--- src/rtl/ysyx_22051468_wb_sched_if.sv ---
// Bundle between the issue stage, EXU/LSU result ports, the GPR write port and the
// write-back scheduler. The scheduler takes the slave modport.
interface ysyx_22051468_wb_sched_if #(
  parameter int unsigned WIDTH = 64,
  parameter int unsigned NREG  = 32,
  parameter int unsigned CNT_W = 6
);
  localparam int unsigned RIDX_W = $clog2(NREG);

  logic              iss_valid;
  logic [RIDX_W-1:0] iss_rd;
  logic              iss_rd_we;
  logic [RIDX_W-1:0] iss_rs1;
  logic [RIDX_W-1:0] iss_rs2;
  logic              iss_ready;

  logic              exu_valid;
  logic [RIDX_W-1:0] exu_rd;
  logic [WIDTH-1:0]  exu_data;
  logic              exu_ready;

  logic              lsu_valid;
  logic [RIDX_W-1:0] lsu_rd;
  logic [WIDTH-1:0]  lsu_data;
  logic              lsu_ready;

  logic [RIDX_W-1:0] rd_waddr_o;
  logic [WIDTH-1:0]  rd_wdata_o;
  logic              wen_o;
  logic [NREG-1:0]   busy_o;
  logic [CNT_W-1:0]  pend_cnt_o;

  modport slave (
    input  iss_valid, iss_rd, iss_rd_we, iss_rs1, iss_rs2,
    input  exu_valid, exu_rd, exu_data,
    input  lsu_valid, lsu_rd, lsu_data,
    output iss_ready, exu_ready, lsu_ready,
    output rd_waddr_o, rd_wdata_o, wen_o, busy_o, pend_cnt_o
  );

  modport master (
    output iss_valid, iss_rd, iss_rd_we, iss_rs1, iss_rs2,
    output exu_valid, exu_rd, exu_data,
    output lsu_valid, lsu_rd, lsu_data,
    input  iss_ready, exu_ready, lsu_ready,
    input  rd_waddr_o, rd_wdata_o, wen_o, busy_o, pend_cnt_o
  );
endinterface

--- src/rtl/ysyx_22051468_wb_sched.sv ---
// Write-back scheduler: round-robin share of the GPR write port between EXU and LSU,
// plus a per-register scoreboard that stalls issue on RAW/WAW hazards.
module ysyx_22051468_wb_sched #(
  parameter int unsigned WIDTH = 64,
  parameter int unsigned NREG  = 32,
  parameter int unsigned CNT_W = 6
) (
  input logic                        clk,
  input logic                        rst_n,
  ysyx_22051468_wb_sched_if.slave    bus
);
  localparam int unsigned RIDX_W = $clog2(NREG);

  typedef enum logic {
    PRI_LSU = 1'b0,
    PRI_EXU = 1'b1
  } pri_e;

  pri_e              pri_q, pri_d;
  logic              exu_rdy_c, lsu_rdy_c;
  logic              exu_xfer_c, lsu_xfer_c;

  logic              wen_q, wen_d;
  logic [RIDX_W-1:0] waddr_q, waddr_d;
  logic [WIDTH-1:0]  wdata_q, wdata_d;
  logic [NREG-1:0]   busy_q, busy_d;
  logic [CNT_W-1:0]  pend_q, pend_d;

  logic [NREG-1:0]   set_vec_c, clr_vec_c, hz_vec_c;
  logic              iss_ready_c, iss_set_c;

  // Priority pointer state register
  always_ff @(posedge clk) begin
    if (!rst_n) pri_q <= PRI_LSU;
    else        pri_q <= pri_d;
  end

  // Pointer moves to the loser only when both requesters compete
  always_comb begin
    pri_d = pri_q;
    if (bus.exu_valid && bus.lsu_valid)
      pri_d = (pri_q == PRI_LSU) ? PRI_EXU : PRI_LSU;
  end

  // Grant outputs: a requester is ready unless the other one is valid and favoured
  always_comb begin
    exu_rdy_c = !bus.lsu_valid || (pri_q == PRI_EXU);
    lsu_rdy_c = !bus.exu_valid || (pri_q == PRI_LSU);
  end

  assign exu_xfer_c    = bus.exu_valid && exu_rdy_c;
  assign lsu_xfer_c    = bus.lsu_valid && lsu_rdy_c;
  assign bus.exu_ready = exu_rdy_c;
  assign bus.lsu_ready = lsu_rdy_c;

  // Capture the winning transfer; x0 targets take the slot but never write
  always_comb begin
    wen_d   = 1'b0;
    waddr_d = waddr_q;
    wdata_d = wdata_q;
    if (lsu_xfer_c) begin
      waddr_d = bus.lsu_rd;
      wdata_d = bus.lsu_data;
      wen_d   = (bus.lsu_rd != '0);
    end else if (exu_xfer_c) begin
      waddr_d = bus.exu_rd;
      wdata_d = bus.exu_data;
      wen_d   = (bus.exu_rd != '0);
    end
  end

  // The in-flight write is excluded from hazards since the GPR file forwards it
  always_comb begin
    clr_vec_c = '0;
    if (wen_q) clr_vec_c[waddr_q] = 1'b1;
    hz_vec_c    = busy_q & ~clr_vec_c;
    iss_ready_c = !(hz_vec_c[bus.iss_rs1] || hz_vec_c[bus.iss_rs2] ||
                    (bus.iss_rd_we && hz_vec_c[bus.iss_rd]));
    iss_set_c   = bus.iss_valid && iss_ready_c && bus.iss_rd_we && (bus.iss_rd != '0);
    set_vec_c   = '0;
    if (iss_set_c) set_vec_c[bus.iss_rd] = 1'b1;
  end

  // Scoreboard update; set overrides a same-index clear
  always_comb begin
    busy_d    = (busy_q & ~clr_vec_c) | set_vec_c;
    busy_d[0] = 1'b0;
    pend_d    = pend_q;
    if (iss_set_c && !wen_q)      pend_d = pend_q + CNT_W'(1);
    else if (wen_q && !iss_set_c) pend_d = pend_q - CNT_W'(1);
  end

  always_ff @(posedge clk) begin
    if (!rst_n) begin
      wen_q   <= 1'b0;
      waddr_q <= '0;
      wdata_q <= '0;
      busy_q  <= '0;
      pend_q  <= '0;
    end else begin
      wen_q   <= wen_d;
      waddr_q <= waddr_d;
      wdata_q <= wdata_d;
      busy_q  <= busy_d;
      pend_q  <= pend_d;
    end
  end

  assign bus.iss_ready  = iss_ready_c;
  assign bus.wen_o      = wen_q;
  assign bus.rd_waddr_o = waddr_q;
  assign bus.rd_wdata_o = wdata_q;
  assign bus.busy_o     = busy_q;
  assign bus.pend_cnt_o = pend_q;
endmodule

--- src/flat_wrapper.sv ---
// flat-port wrapper written by rule: the top's interface ports become plain ports
module ysyx_22051468_wb_sched_flat 
#(
  parameter int unsigned WIDTH = 64,
  parameter int unsigned NREG  = 32,
  parameter int unsigned CNT_W = 6
)
  (clk, rst_n, bus_iss_valid, bus_iss_rd, bus_iss_rd_we, bus_iss_rs1, bus_iss_rs2, bus_exu_valid, bus_exu_rd, bus_exu_data, bus_lsu_valid, bus_lsu_rd, bus_lsu_data, bus_iss_ready, bus_exu_ready, bus_lsu_ready, bus_rd_waddr_o, bus_rd_wdata_o, bus_wen_o, bus_busy_o, bus_pend_cnt_o);
  ysyx_22051468_wb_sched_if #(.WIDTH(WIDTH), .NREG(NREG), .CNT_W(CNT_W)) bus_i ();
  input logic clk;
  input logic rst_n;
  input wire logic [$bits(bus_i.iss_valid)-1:0] bus_iss_valid;
  input wire logic [$bits(bus_i.iss_rd)-1:0] bus_iss_rd;
  input wire logic [$bits(bus_i.iss_rd_we)-1:0] bus_iss_rd_we;
  input wire logic [$bits(bus_i.iss_rs1)-1:0] bus_iss_rs1;
  input wire logic [$bits(bus_i.iss_rs2)-1:0] bus_iss_rs2;
  input wire logic [$bits(bus_i.exu_valid)-1:0] bus_exu_valid;
  input wire logic [$bits(bus_i.exu_rd)-1:0] bus_exu_rd;
  input wire logic [$bits(bus_i.exu_data)-1:0] bus_exu_data;
  input wire logic [$bits(bus_i.lsu_valid)-1:0] bus_lsu_valid;
  input wire logic [$bits(bus_i.lsu_rd)-1:0] bus_lsu_rd;
  input wire logic [$bits(bus_i.lsu_data)-1:0] bus_lsu_data;
  output wire logic [$bits(bus_i.iss_ready)-1:0] bus_iss_ready;
  output wire logic [$bits(bus_i.exu_ready)-1:0] bus_exu_ready;
  output wire logic [$bits(bus_i.lsu_ready)-1:0] bus_lsu_ready;
  output wire logic [$bits(bus_i.rd_waddr_o)-1:0] bus_rd_waddr_o;
  output wire logic [$bits(bus_i.rd_wdata_o)-1:0] bus_rd_wdata_o;
  output wire logic [$bits(bus_i.wen_o)-1:0] bus_wen_o;
  output wire logic [$bits(bus_i.busy_o)-1:0] bus_busy_o;
  output wire logic [$bits(bus_i.pend_cnt_o)-1:0] bus_pend_cnt_o;
  assign bus_i.iss_valid = bus_iss_valid;
  assign bus_i.iss_rd = bus_iss_rd;
  assign bus_i.iss_rd_we = bus_iss_rd_we;
  assign bus_i.iss_rs1 = bus_iss_rs1;
  assign bus_i.iss_rs2 = bus_iss_rs2;
  assign bus_i.exu_valid = bus_exu_valid;
  assign bus_i.exu_rd = bus_exu_rd;
  assign bus_i.exu_data = bus_exu_data;
  assign bus_i.lsu_valid = bus_lsu_valid;
  assign bus_i.lsu_rd = bus_lsu_rd;
  assign bus_i.lsu_data = bus_lsu_data;
  assign bus_iss_ready = bus_i.iss_ready;
  assign bus_exu_ready = bus_i.exu_ready;
  assign bus_lsu_ready = bus_i.lsu_ready;
  assign bus_rd_waddr_o = bus_i.rd_waddr_o;
  assign bus_rd_wdata_o = bus_i.rd_wdata_o;
  assign bus_wen_o = bus_i.wen_o;
  assign bus_busy_o = bus_i.busy_o;
  assign bus_pend_cnt_o = bus_i.pend_cnt_o;
  ysyx_22051468_wb_sched #(.WIDTH(WIDTH), .NREG(NREG), .CNT_W(CNT_W)) u_core (.clk(clk), .rst_n(rst_n), .bus(bus_i));
endmodule
--- config.mk ---
export PLATFORM = sky130hd
export DESIGN_NAME = ysyx_22051468_wb_sched_flat
export DESIGN_NICKNAME = d
export VERILOG_FILES = /design/src/rtl/ysyx_22051468_wb_sched_if.sv /design/src/rtl/ysyx_22051468_wb_sched.sv /design/src/flat_wrapper.sv
export SDC_FILE = /design/constraint.sdc
export NUM_CORES = 1
export LEC_CHECK = 0
export ABC_CLOCK_PERIOD_IN_PS = 4000
export CAP_MARGIN = 10
export CORE_UTILIZATION = 35
export DETAILED_ROUTE_END_ITERATION = 7
export HOLD_SLACK_MARGIN = 0.03
export PLACE_DENSITY = 0.77
export SLEW_MARGIN = 30
export SYNTH_ARGS = -nofsm -noshare
export SYNTH_HDL_FRONTEND = slang
export SYNTH_SLANG_ARGS = --single-unit
--- constraint.sdc ---
create_clock -name clk -period 4 [get_ports clk]
set_input_delay 0.4 -clock clk [delete_from_list [all_inputs] [get_ports clk]]
set_output_delay 0.4 -clock clk [all_outputs]
set_load 0.05 [all_outputs]
---- Word level (Yosys, flattened, before mapping) ----
Index checks and enable logic that the tools add are counted.
storage, ports and cells
  flip-flop bits (word level) ............. 109
  output and inout bits ................... 111
  input port bits ......................... 159
  logic and storage cells ................. 65
operators by class
  reduce and logical (&&, ||, !) cells .... 25
  $lt $le $gt $ge ......................... 6
  bitwise logic cells ..................... 4
  add/subtract/negate cells ............... 2
  multiplexer cells ....................... 21
operators by type and width
  cell                 number
  $mux 64              2
  $mux 32              2
  $and 32x32->32       1
  $not 32->32          1
  $or 32x32->32        1
  $lt 5x6->1 const B   4
  $bmux 1 s5           3
  $reduce_bool 5->1    3
  $mux 6               2
  $logic_and 1x1->1    11
  $demux 1 s5          2
  $ge 5x1->1 const B   2
  $mux 5               2
  $mux 1               8
  $add 6x1->6 const B  1
  $sub 6x1->6 const B  1
  $logic_not 1->1      5
  $logic_or 1x1->1     4
  $reduce_bool 2->1    2
  $not 1->1            1

---- Depth between registers and ports, before layout ----
Gate-level depths: netlist (run 1).
  word-level depth ........................ 19
  depth in mapped cells ................... 19
  mapped depth without buffers ............ 17

---- Worst setup path after synthesis (run 1) ----
OpenSTA, ideal clock, no wires.
  path type ............................... register to register
  start ................................... register u_core.waddr_q[1] (netlist: u_core.bus.rd_waddr_o[1])
  end ..................................... register u_core.pend_q[5] (netlist: u_core.bus.pend_cnt_o[5])
  stages on the path, launching flop included .. 19
  slack ................................... -243 ps
  data arrival time ....................... 4172 ps
  path buffers ............................ 1
  period minus slack after synthesis ...... 4243 ps
  data required time ...................... 3929 ps
  cell sequence ........................... dfxtp_1 > buf_2 > nor2b_1 > a21boi_1 > a2111oi_0 > nor4b_1 > nor4_2 > nand4b_2 > a211oi_1 > ha_1 > inv_1 > ha_1 > a21o_1 > a21oi_1 > o21bai_1 > a21oi_1 > xnor2_1 > or3_1 > a21oi_1
on the way
  longest elaborated chain between the ends .. 18
RTL lines
  what                                                                   RTL line                                                    source
  start: declaration                                                     ysyx_22051468_wb_sched.sv:24                                logic [RIDX_W-1:0] waddr_q, waddr_d;
  start signal: assignment                                               ysyx_22051468_wb_sched.sv:102                               waddr_q <= waddr_d;
  $lt 5x6->1 (not written as such) / $ge 5x1->1 (equally long branches)  ysyx_22051468_wb_sched.sv:75                                if (wen_q) clr_vec_c[waddr_q] = 1'b1;
  $logic_and 1x1->1 (not written as such)                                ysyx_22051468_wb_sched.sv:75
  $mux 1 (not written as such)                                           ysyx_22051468_wb_sched.sv:75
  $demux 1 s5 (*)                                                        --
  $mux 32 (*)                                                            ysyx_22051468_wb_sched.sv:75
  $not 32->32 (*)                                                        ysyx_22051468_wb_sched.sv:76                                hz_vec_c = busy_q & ~clr_vec_c;
  $and 32x32->32 (*)                                                     ysyx_22051468_wb_sched.sv:76
  $bmux 1 s5, on equally long branches                                   ysyx_22051468_wb_sched.sv:77, ysyx_22051468_wb_sched.sv:78
  $mux 1, on equally long branches                                       ysyx_22051468_wb_sched.sv:77, ysyx_22051468_wb_sched.sv:78
  $logic_or 1x1->1 / $logic_and 1x1->1 (equally long branches)           ysyx_22051468_wb_sched.sv:77, ysyx_22051468_wb_sched.sv:78
  $logic_or 1x1->1 (*)                                                   ysyx_22051468_wb_sched.sv:77                                iss_ready_c = !(hz_vec_c[bus.iss_rs1] || hz_vec_c[bus.iss_rs2] ||
  $logic_not 1->1 (*)                                                    ysyx_22051468_wb_sched.sv:77
  $logic_and 1x1->1 (*) (3 in a row)                                     ysyx_22051468_wb_sched.sv:79                                iss_set_c = bus.iss_valid && iss_ready_c && bus.iss_rd_we && (bus.iss_rd != '0);
  $logic_not 1->1                                                        ysyx_22051468_wb_sched.sv:90                                else if (wen_q && !iss_set_c) pend_d = pend_q - CNT_W'(1);
  $logic_and 1x1->1                                                      ysyx_22051468_wb_sched.sv:90
  $reduce_bool 2->1 (no source line)                                     --
  end signal: assignment                                                 ysyx_22051468_wb_sched.sv:105                               pend_q <= pend_d;
  end: declaration                                                       ysyx_22051468_wb_sched.sv:27                                logic [CNT_W-1:0] pend_q, pend_d;
Mark *: on every way between the ends. The rest lies on a longest branch, timed or not. The select of a mux whose other input is x is not followed.
A chain may end at the register's enable or synchronous reset.

---- Final worst setup path (run 1) ----
  start ................................... register u_core.waddr_q[4] (netlist: u_core.bus.rd_waddr_o[4])
  end ..................................... register u_core.pend_q[5] (netlist: u_core.bus.pend_cnt_o[5])
The elaborated chain is that of the path after synthesis.

==> run summary, run 1 <==
After detailed routing, the average wire length per cell comes to 20.0 um. The tree is rooted in a sky130_fd_sc_hd__clkbuf_16. The count of buffer and inverter cells on the critical path is 4. The initial antenna violation count is 0. The first detailed-routing pass took 8 iterations. The top-area cell type share of the netlist area is 0.331. The count of cells in the finished layout, fillers not included, comes to 1331. The worst path required time is 4.29 ns. The synthesized area divided by synthesized cell count came out at 8.75 um^2. Data arrives at the worst endpoint at 4.25 ns.

The time the final worst path needs with I/O delays and setup is 3.97 ns. Across all layers, the routed design uses 7352 vias. The async set or reset register ratio after synthesis came out at 0.

The starting density of the core is 0.360. The worst-case IR drop observed on VDD is 0.000201 V. The critical path goes through buf_6 > buf_12 > and4b_2 > buf_6 > a311oi_2 > nor3_2 > nor4_2 > nor4_4 > nand4b_4 > a211oi_4 > ha_2 > inv_2 > ha_4 > a21o_1 > a21oi_2 > o21bai_1 > a21oi_1 > xnor2_1 > or3_1 > a21oi_1. Relative to the synthesized area, the layout overhead comes to 67.1%. The net count after synthesis came out at 912. The post-route cell area is 0.0109 mm^2.

In this design, the stage delay of the slowest critical-path cell is 0.38 ns. In this run the deepest clock path goes through 2 buffers. The register area share after synthesis came out at 0.331. The number of antenna cells inserted came out at 0. Of the cells placed in the final design, the portion with a size suffix greater than 1 is 0.219. The post-placement cell area came out at 0.0103 mm^2.

In the finished design, the share of the clock period the worst path needs comes to 0.992. The overall routed net length came out at 26600 um. Clock latency on the worst-skew pair, taken at its later pin, is 0.35 ns. The max-slew violation count came out at 0. The number of nets in the final layout came out at 1262. The count of hold buffers inserted by post-cts repair is 0. The run finished, with violations left.

The critical path class is reg2reg. Counting distinct cell types in the post-synthesis netlist gives 75. The height of the die came out at 139 um. The number of global-route vias before repair came out at 7212. Buffers placed on the I/O ports in this run total 268. Among cell families on the critical path, the largest total delay comes from simple AND/OR/NAND/NOR gates.

The final clock skew came out at 0.00923 ns. In the final layout, the multi-input gates occupy 0.00425 mm^2. After synthesis, the cell types taking the most area are sky130_fd_sc_hd__dfxtp_1, sky130_fd_sc_hd__mux2i_1, sky130_fd_sc_hd__a211oi_1.

The maximum number of pins on one net before global-route repair is 76. The core outline area came out at 0.0181 mm^2. The overall global routing resource usage is 0.275. In this run the number of cells on the critical path is 20. The detail route stage leaves a number of antenna-violating nets equal to 0. The placed cell count is 1309. Of all nets on the critical path, the largest fanout is 6.

The cell depth of the worst min-delay path is 2. In this run the worst hold path is classified as reg2reg. The sequential cell area came out at 0.00218 mm^2. Setup repair after global routing could not meet its margin everywhere. The power consumption came out at 3.36 mW.

The biggest area contributor in the post-synthesis netlist is sky130_fd_sc_hd__dfxtp_1. For the pin with the worst max-slew slack, the measured transition is 0.773 ns. The congestion estimate from routability-driven global placement came to 0.931. The H-tree was split into 3 levels. Among all flip-flop cells after synthesis, the most frequent one is sky130_fd_sc_hd__dfxtp_1.

The Yosys step of the flow raised 0 warnings. After detailed routing, the number of remaining DRC violations is 7. The number of failing setup endpoints in the final timing report is 0. The number of buffers inserted during clock tree synthesis is 9. The filler cells instantiated in the layout total 1616.

The synthesized netlist cell count came out at 747. The static leakage power is 4.33 nW. The worst setup path is launched from a flip-flop. The number of register bits inferred by synthesis is 108.

After layout, the worst setup slack is 0.0331 ns. The upper clock frequency limit is 252 MHz. The worst slew margin relative to its limit came out at 0.485. TritonCTS built the clock tree.

The cell area that synthesis handed to floorplanning was 0.00653 mm^2. The total clock sinks came out at 108. The overall die area is 0.0192 mm^2. On the final layout, the worst hold slack is 0.498 ns. The reported max-cap violation count came out at 0.

Detailed placement ended at an HPWL of 20900 um. The number of cells on the worst reg-to-reg path came out at 20. Row generation in the floorplan step produced 49 rows.

In this run, synthesis inferred 0 flip-flops with an integrated enable. The worst slack at placement came out at -0.773 ns. On the critical path, the stage with the largest delay is an instance of sky130_fd_sc_hd__dfxtp_4. The total overflow left after global routing is 0.

In this run the count of I/O pins placed on the die edge is 270. The number of failing hold endpoints at the final stage is 0. The routed via count divided by cell count came out at 5.52. STA classifies the critical path endpoint as a flip-flop. The global-route wire length before repair is 40800 um. The width of the die is 139 um. The clock slew at the register clock pins of the worst setup and hold paths came out at 0.08 ns. For this design the ratio of total power to cell area is 308 mW/mm^2. The iteration-0 DRC count of the detailed router came out at 457.

The final reports fail on design-rule violations.
## kinds of logic after synthesis
group           share of synthesized area
buf+inv                            0.0609
simple gates                        0.170
flops                               0.331
fa+ha+maj                          0.0126
mux                                 0.154
xor+xnor                           0.0161
compound gates                      0.255
other cells                      0.000574
## registers in the layout (all words and copies together) (netlist names)
signal / count
u_core.bus.rd_wdata_o: 64
u_core.bus.busy_o: 31
u_core.bus.pend_cnt_o: 6
u_core.pri_q: 1
u_core.bus.rd_waddr_o: 5
u_core.bus.wen_o: 1
## per-stage QoR
step | util | setup TNS (ns)
finish | 0.601 | 0
global route | 0.601 | -0.114
CTS | 0.588 | 0
detailed placement | 0.566 | -2.01
global placement | 0.566 | -1.48
floorplan | - | 0
## power by group
group	internal, mW	switching, mW	leakage (nW)
combinational	0.568	0.700	3.29
sequential	1.15	0.0578	0.895
clock	0.435	0.447	0.143
## layout make-up
cell class / instances / share of cell area
Timing Repair Buffer: 405 / 0.351
Clock buffer: 9 / 0.0206
Sequential cell: 108 / 0.200
Inverter: 21 / 0.00734
Clock inverter: 7 / 0.00562
Multi-Input combinational cell: 552 / 0.389
Tap cell: 229 / 0.0262
## cell usage after synthesis (all sizes together), types with 5 or more instances
cell type and n:
a311oi 17, nand2 51, a21oi 11, nor4 7, ha 5, nand2b 6
nand3 13, o2111ai 6, buf 24, a31oi 8, a211oi 70, o22ai 16
a2111oi 6, o21ai 37, dfxtp 108, nor3 11, clkbuf 42, nor2 95
inv 21, o211ai 11, xnor2 8, mux2i 98
## metal layers
metal / track usage / part of all wire
met5: 0 / 0
met4: 0.115 / 0.035
met1: 0.340 / 0.42
met2: 0.469 / 0.48
met3: 0.0501 / 0.066
## layout by cell type, fill, tap and decap left out, types with 6 or more instances in the layout
cell and count:
sky130_fd_sc_hd__nand2_1 50, sky130_fd_sc_hd__dfxtp_4 6, sky130_fd_sc_hd__a31oi_1 7, sky130_fd_sc_hd__inv_1 18, sky130_fd_sc_hd__o21ai_1 6, sky130_fd_sc_hd__mux2i_1 96, sky130_fd_sc_hd__dfxtp_1 102, sky130_fd_sc_hd__o21ai_2 15
sky130_fd_sc_hd__buf_6 6, sky130_fd_sc_hd__o22ai_2 15, sky130_fd_sc_hd__o21ai_0 16, sky130_fd_sc_hd__a21oi_1 10, sky130_fd_sc_hd__nor2_1 95, sky130_fd_sc_hd__clkdlybuf4s50_1 262, sky130_fd_sc_hd__a211oi_1 69, sky130_fd_sc_hd__a311oi_1 15
sky130_fd_sc_hd__nand2b_1 6, sky130_fd_sc_hd__buf_12 7, sky130_fd_sc_hd__o211ai_1 11, sky130_fd_sc_hd__buf_4 125, sky130_fd_sc_hd__clkbuf_16 9, sky130_fd_sc_hd__nand3_1 13, sky130_fd_sc_hd__nor3_1 10
## worst register-to-register path: stages (launching register included)
cell and delay [ns]:
sky130_fd_sc_hd__dfxtp_4 0.38, sky130_fd_sc_hd__buf_6 0.12, sky130_fd_sc_hd__buf_12 0.10, sky130_fd_sc_hd__and4b_2 0.28
sky130_fd_sc_hd__buf_6 0.13, sky130_fd_sc_hd__a311oi_2 0.09, sky130_fd_sc_hd__nor3_2 0.23, sky130_fd_sc_hd__nor4_2 0.10
sky130_fd_sc_hd__nor4_4 0.32, sky130_fd_sc_hd__nand4b_4 0.15, sky130_fd_sc_hd__a211oi_4 0.29, sky130_fd_sc_hd__ha_2 0.24
sky130_fd_sc_hd__inv_2 0.05, sky130_fd_sc_hd__ha_4 0.22, sky130_fd_sc_hd__a21o_1 0.16, sky130_fd_sc_hd__a21oi_2 0.15
sky130_fd_sc_hd__o21bai_1 0.09, sky130_fd_sc_hd__a21oi_1 0.19, sky130_fd_sc_hd__xnor2_1 0.12, sky130_fd_sc_hd__or3_1 0.38
sky130_fd_sc_hd__a21oi_1 0.12
## final timing paths
path	startpoint	endpoint	slack, ns
setup / recovery	u_core.bus.rd_waddr_o[4]	u_core.bus.pend_cnt_o[5]	0.03
setup reg to reg	u_core.bus.rd_waddr_o[4]	u_core.bus.pend_cnt_o[5]	0.03
hold / removal	u_core.bus.rd_wdata_o[8]	u_core.bus.rd_wdata_o[8]	0.50
hold reg to reg	u_core.bus.rd_wdata_o[8]	u_core.bus.rd_wdata_o[8]	0.50
## timing repair
action                     in CTS  in global routing
resized for setup              25                 43
setup endpoints to repair       3                  3
pin swaps                       8                 22
setup buffers                   2                  4
(Power assumes the default switching activity.)
==> run 2, diff against run 1 <==
--- a/config.mk
+++ b/config.mk
@@ -5,12 +5,13 @@
 export SDC_FILE = /design/constraint.sdc
 export NUM_CORES = 1
 export LEC_CHECK = 0
-export ABC_CLOCK_PERIOD_IN_PS = 4000
+export ABC_CLOCK_PERIOD_IN_PS = 4900
 export CAP_MARGIN = 10
 export CORE_UTILIZATION = 35
 export DETAILED_ROUTE_END_ITERATION = 7
 export HOLD_SLACK_MARGIN = 0.03
-export PLACE_DENSITY = 0.77
+export MAX_ROUTING_LAYER = met4
+export PLACE_DENSITY = 0.75
 export SLEW_MARGIN = 30
 export SYNTH_ARGS = -nofsm -noshare
 export SYNTH_HDL_FRONTEND = slang
==> constraint.sdc (replaced) <==
create_clock -name clk -period 4.9 [get_ports clk]
set_input_delay 0.49 -clock clk [delete_from_list [all_inputs] [get_ports clk]]
set_output_delay 0.49 -clock clk [all_outputs]
set_load 0.05 [all_outputs]
==> run 2 against run 1 <==
The run still ends with design-rule violations left. Total power is 19% lower. First-iteration DRC count is 10% lower. Maximum frequency is 14% lower. Critical path depth is 2 lower. Clock skew is 0.00084 ns higher. Utilization is 5.9 points lower. Die area stayed put. Hold slack hardly changed. Wire length is 7.1% lower. Cell area is 9.8% lower. Combinational power is 28% lower. Final cell count is 7.1% lower. Critical endpoint unchanged. Largest cell class unchanged. Highest routed layer unchanged.
==> run summary, run 2 (synthesis gave the netlist of run 1 again) <==
The worst-path maximum fanout came out at 14 (was 6). The clock tree from TritonCTS was built (unchanged). The starting density of the core is 0.360 (unchanged).

The multi-input gate area in the final layout is 0.00398 mm^2 (was 0.00425 mm^2). The HPWL reported at the end of detailed placement came out at 19400 um (was 20900 um). The sequential cell area is 0.00216 mm^2 (was 0.00218 mm^2). The upper clock frequency limit came out at 217 MHz (was 252 MHz).

The number of top-level pins came to 270 (unchanged). The final cycle utilization of the critical path is 0.940 (was 0.992). The summed negative setup slack over all endpoints came out at 0 ns (unchanged). The final worst hold slack came out at 0.498 ns (about the same). The number of failing hold endpoints at the final stage is 0 (unchanged). Chain of cells forming the critical path: buf_4 > nor2b_1 > a21boi_1 > a2111oi_1 > nor4b_1 > nor4_2 > nand4b_2 > a211oi_1 > ha_1 > inv_1 > ha_1 > a21o_1 > a21oi_1 > o21bai_1 > a21oi_1 > xnor2_1 > or3_1 > a21oi_1 (was buf_6 > buf_12 > and4b_2 > buf_6 > a311oi_2 > nor3_2 > nor4_2 > nor4_4 > nand4b_4 > a211oi_4 > ha_2 > inv_2 > ha_4 > a21o_1 > a21oi_2 > o21bai_1 > a21oi_1 > xnor2_1 > or3_1 > a21oi_1). The number of antenna cells inserted came out at 0 (unchanged). The largest buffer count on any clock path came out at 2 (unchanged).

The flip-flop count of the largest register after layout is 64 (unchanged). The final routed DRC violation total is 11 (was 7). The final core utilization was 0.543 (was 0.601). The root buffer selected by CTS is sky130_fd_sc_hd__clkbuf_16 (unchanged).

The number of cells in the finished layout apart from fillers is 1236 (was 1331). The least setup slack across all paths after layout came out at 0.293 ns (was 0.0331 ns). The count of hold buffers inserted by post-cts repair is 0 (unchanged). The width of the die came out at 139 um (unchanged). The detailed-routing iteration count for the pre-antenna-repair pass came out at 8 (unchanged). The launching element type of the critical path is a flip-flop (unchanged). The critical path class was reg2reg (unchanged). The clock slew at the register clock pins of the worst setup and hold paths is 0.07 ns (was 0.08 ns). The number of global-route vias before repair is 6778 (was 7212). The number of buffers inserted during clock tree synthesis came out at 9 (unchanged).

The number of buffers added on ports was 268 (unchanged). The worst slew margin relative to its limit was 0.370 (was 0.485). The iteration-0 DRC count of the detailed router is 410 (was 457).

The cell area power density is 276 mW/mm^2 (was 308 mW/mm^2). Failing checks: design-rule violations (unchanged). The overall routed net length came out at 24800 um (was 26600 um). The reported max-cap violation count is 0 (unchanged). Outcome: finished with violations (unchanged).

The core outline area is 0.0181 mm^2 (unchanged). The post-route cell area came out at 0.00985 mm^2 (was 0.0109 mm^2). The total clock sinks is 108 (unchanged). The global-route wire length before repair came out at 38100 um (was 40800 um). The remaining global-route overflow was 0 (unchanged). The static leakage power came out at 3.75 nW (was 4.33 nW). The final weighted congestion in routability-driven placement came out at 1.08 (was 0.931).

The number of rows in the core area came out at 49 (unchanged). The final clock skew is 0.0101 ns (was 0.00923 ns). The cell at the slowest stage of the critical path is sky130_fd_sc_hd__a2111oi_1 (was sky130_fd_sc_hd__dfxtp_4). The maximum number of pins on one net before global-route repair is 58 (was 76).

The endpoint class of the critical path is a flip-flop (unchanged). Setup repair after global routing missed its margin: no (was yes). The clock network latency to the later pin of the worst-skew pair came out at 0.36 ns (was 0.35 ns). The overall global routing resource usage is 0.264 (was 0.275). The post-placement cell area was 0.00951 mm^2 (was 0.0103 mm^2). The placed cell count came out at 1220 (was 1309).

The gate family responsible for the most delay along the worst path is compound AO/OA/AOI/OAI gates (was simple AND/OR/NAND/NOR gates). Leading cell types in the layout, fill and taps excluded: sky130_fd_sc_hd__clkdlybuf4s50_1, sky130_fd_sc_hd__dfxtp_1, sky130_fd_sc_hd__mux2i_1 (was sky130_fd_sc_hd__clkdlybuf4s50_1, sky130_fd_sc_hd__buf_4, sky130_fd_sc_hd__dfxtp_1). The worst slack at placement was 0.00743 ns (was -0.773 ns).

The most common library cell in the layout ignoring fill and taps is sky130_fd_sc_hd__clkdlybuf4s50_1 (unchanged). The synthesis-to-layout area growth was 50.7% (was 67.1%). The cell seen most often among critical-path stages is sky130_fd_sc_hd__a21oi_1. The count of buffer and inverter cells on the critical path is 2 (was 4). The initial antenna violation count came to 0 (unchanged). The worst-margin pin slew came out at 0.942 ns (was 0.773 ns). The post-detailed-route wirelength per cell came out at 20.0 um (about the same).

The max-slew violation count was 0 (unchanged). The number of failing setup endpoints in the final timing report is 0 (unchanged). The time the final worst path needs with I/O delays and setup is 4.61 ns (was 3.97 ns).

The number of nets in the final layout is 1167 (was 1262). The overall die area is 0.0192 mm^2 (unchanged). The maximum single-stage delay on the critical path came out at 0.54 ns (was 0.38 ns). The peak ir drop on the vdd network is 0.000168 V (was 0.000201 V).

The arrival time at the worst endpoint is 4.88 ns (was 4.25 ns). The total number of vias came out at 6931 (was 7352). The post-route antenna net violation count came out at 0 (unchanged). The number of filler instances in the final layout came out at 1721 (was 1616). The height of the die came out at 139 um (unchanged). The routed via count divided by cell count came out at 5.61 (was 5.52). The maximum level of the CTS H-tree is 3 (unchanged). The fraction of layout cells with a size suffix above 1 came out at 0.103 (was 0.219). The worst path required time came to 5.17 ns (was 4.29 ns). The type of the tightest min-delay check is reg2reg (unchanged). The power consumption was 2.71 mW (was 3.36 mW).
-- run 2: cell types whose count changed in the layout (fill, tap and decap cells not counted), sizes merged --
cell,before,now
clkdlybuf4s50,262,267
clkinv,5,2
dlymetal6s2s,4,0
clkbuf,9,10
bufinv,0,2
dlygate4sd2,1,0
buf,138,43
-- run 2: layout make-up --
type,count,share of cell area
Tap cell,229,0.0291
Clock inverter,6,0.0104
Multi-Input combinational cell,552,0.404
Timing Repair Buffer,310,0.305
Clock buffer,10,0.0233
Inverter,21,0.00813
Sequential cell,108,0.220
-- run 2: worst paths after layout --
check / start / to / slack [ns] / cells past startpoint
max reg2reg: u_core.bus.rd_waddr_o[0] / u_core.bus.pend_cnt_o[5] / 0.29 / 18
min reg2reg: u_core.bus.rd_wdata_o[24] / u_core.bus.rd_wdata_o[24] / 0.50 / 2
max: u_core.bus.rd_waddr_o[0] / u_core.bus.pend_cnt_o[5] / 0.29 / 18
min: u_core.bus.rd_wdata_o[24] / u_core.bus.rd_wdata_o[24] / 0.50 / 2
-- run 2: power by group --
group | internal [mW] | switching [mW] | total (mW)
clock | 0.459 | 0.353 | 0.812
combinational | 0.381 | 0.532 | 0.913
sequential | 0.939 | 0.0509 | 0.990
total | 1.78 | 0.936 | 2.71
-- run 2: worst register-to-register path: cells and delay by family, from the launching register on --
kind / cells / cell delay, ns
AO/OA/AOI/OAI: 8 / 1.85
AND/OR/NAND/NOR: 5 / 1.26
adder cells (fa/ha/maj): 2 / 0.50
flip-flops: 1 / 0.49
buffers and inverters: 2 / 0.34
XOR/XNOR: 1 / 0.09
-- run 2: repair_timing --
action,CTS,global route
setup endpoints to repair,0,1
gates resized for setup,0,3
setup buffers,0,0
-- run 2: routing by layer --
| metal | share of wire | vias to the layer above | GRT usage | wire length [um] |
|---|---|---|---|---|
| met2 | 0.46 | 364 | 0.423 | 11500 |
| met4 | 0.045 | 0 | 0.132 | 1120 |
| met3 | 0.070 | 72 | 0.0376 | 1740 |
| met1 | 0.42 | 3168 | 0.327 | 10500 |
| met5 | 0 | - | - | 0 |
| li1 | - | 3327 | - | - |
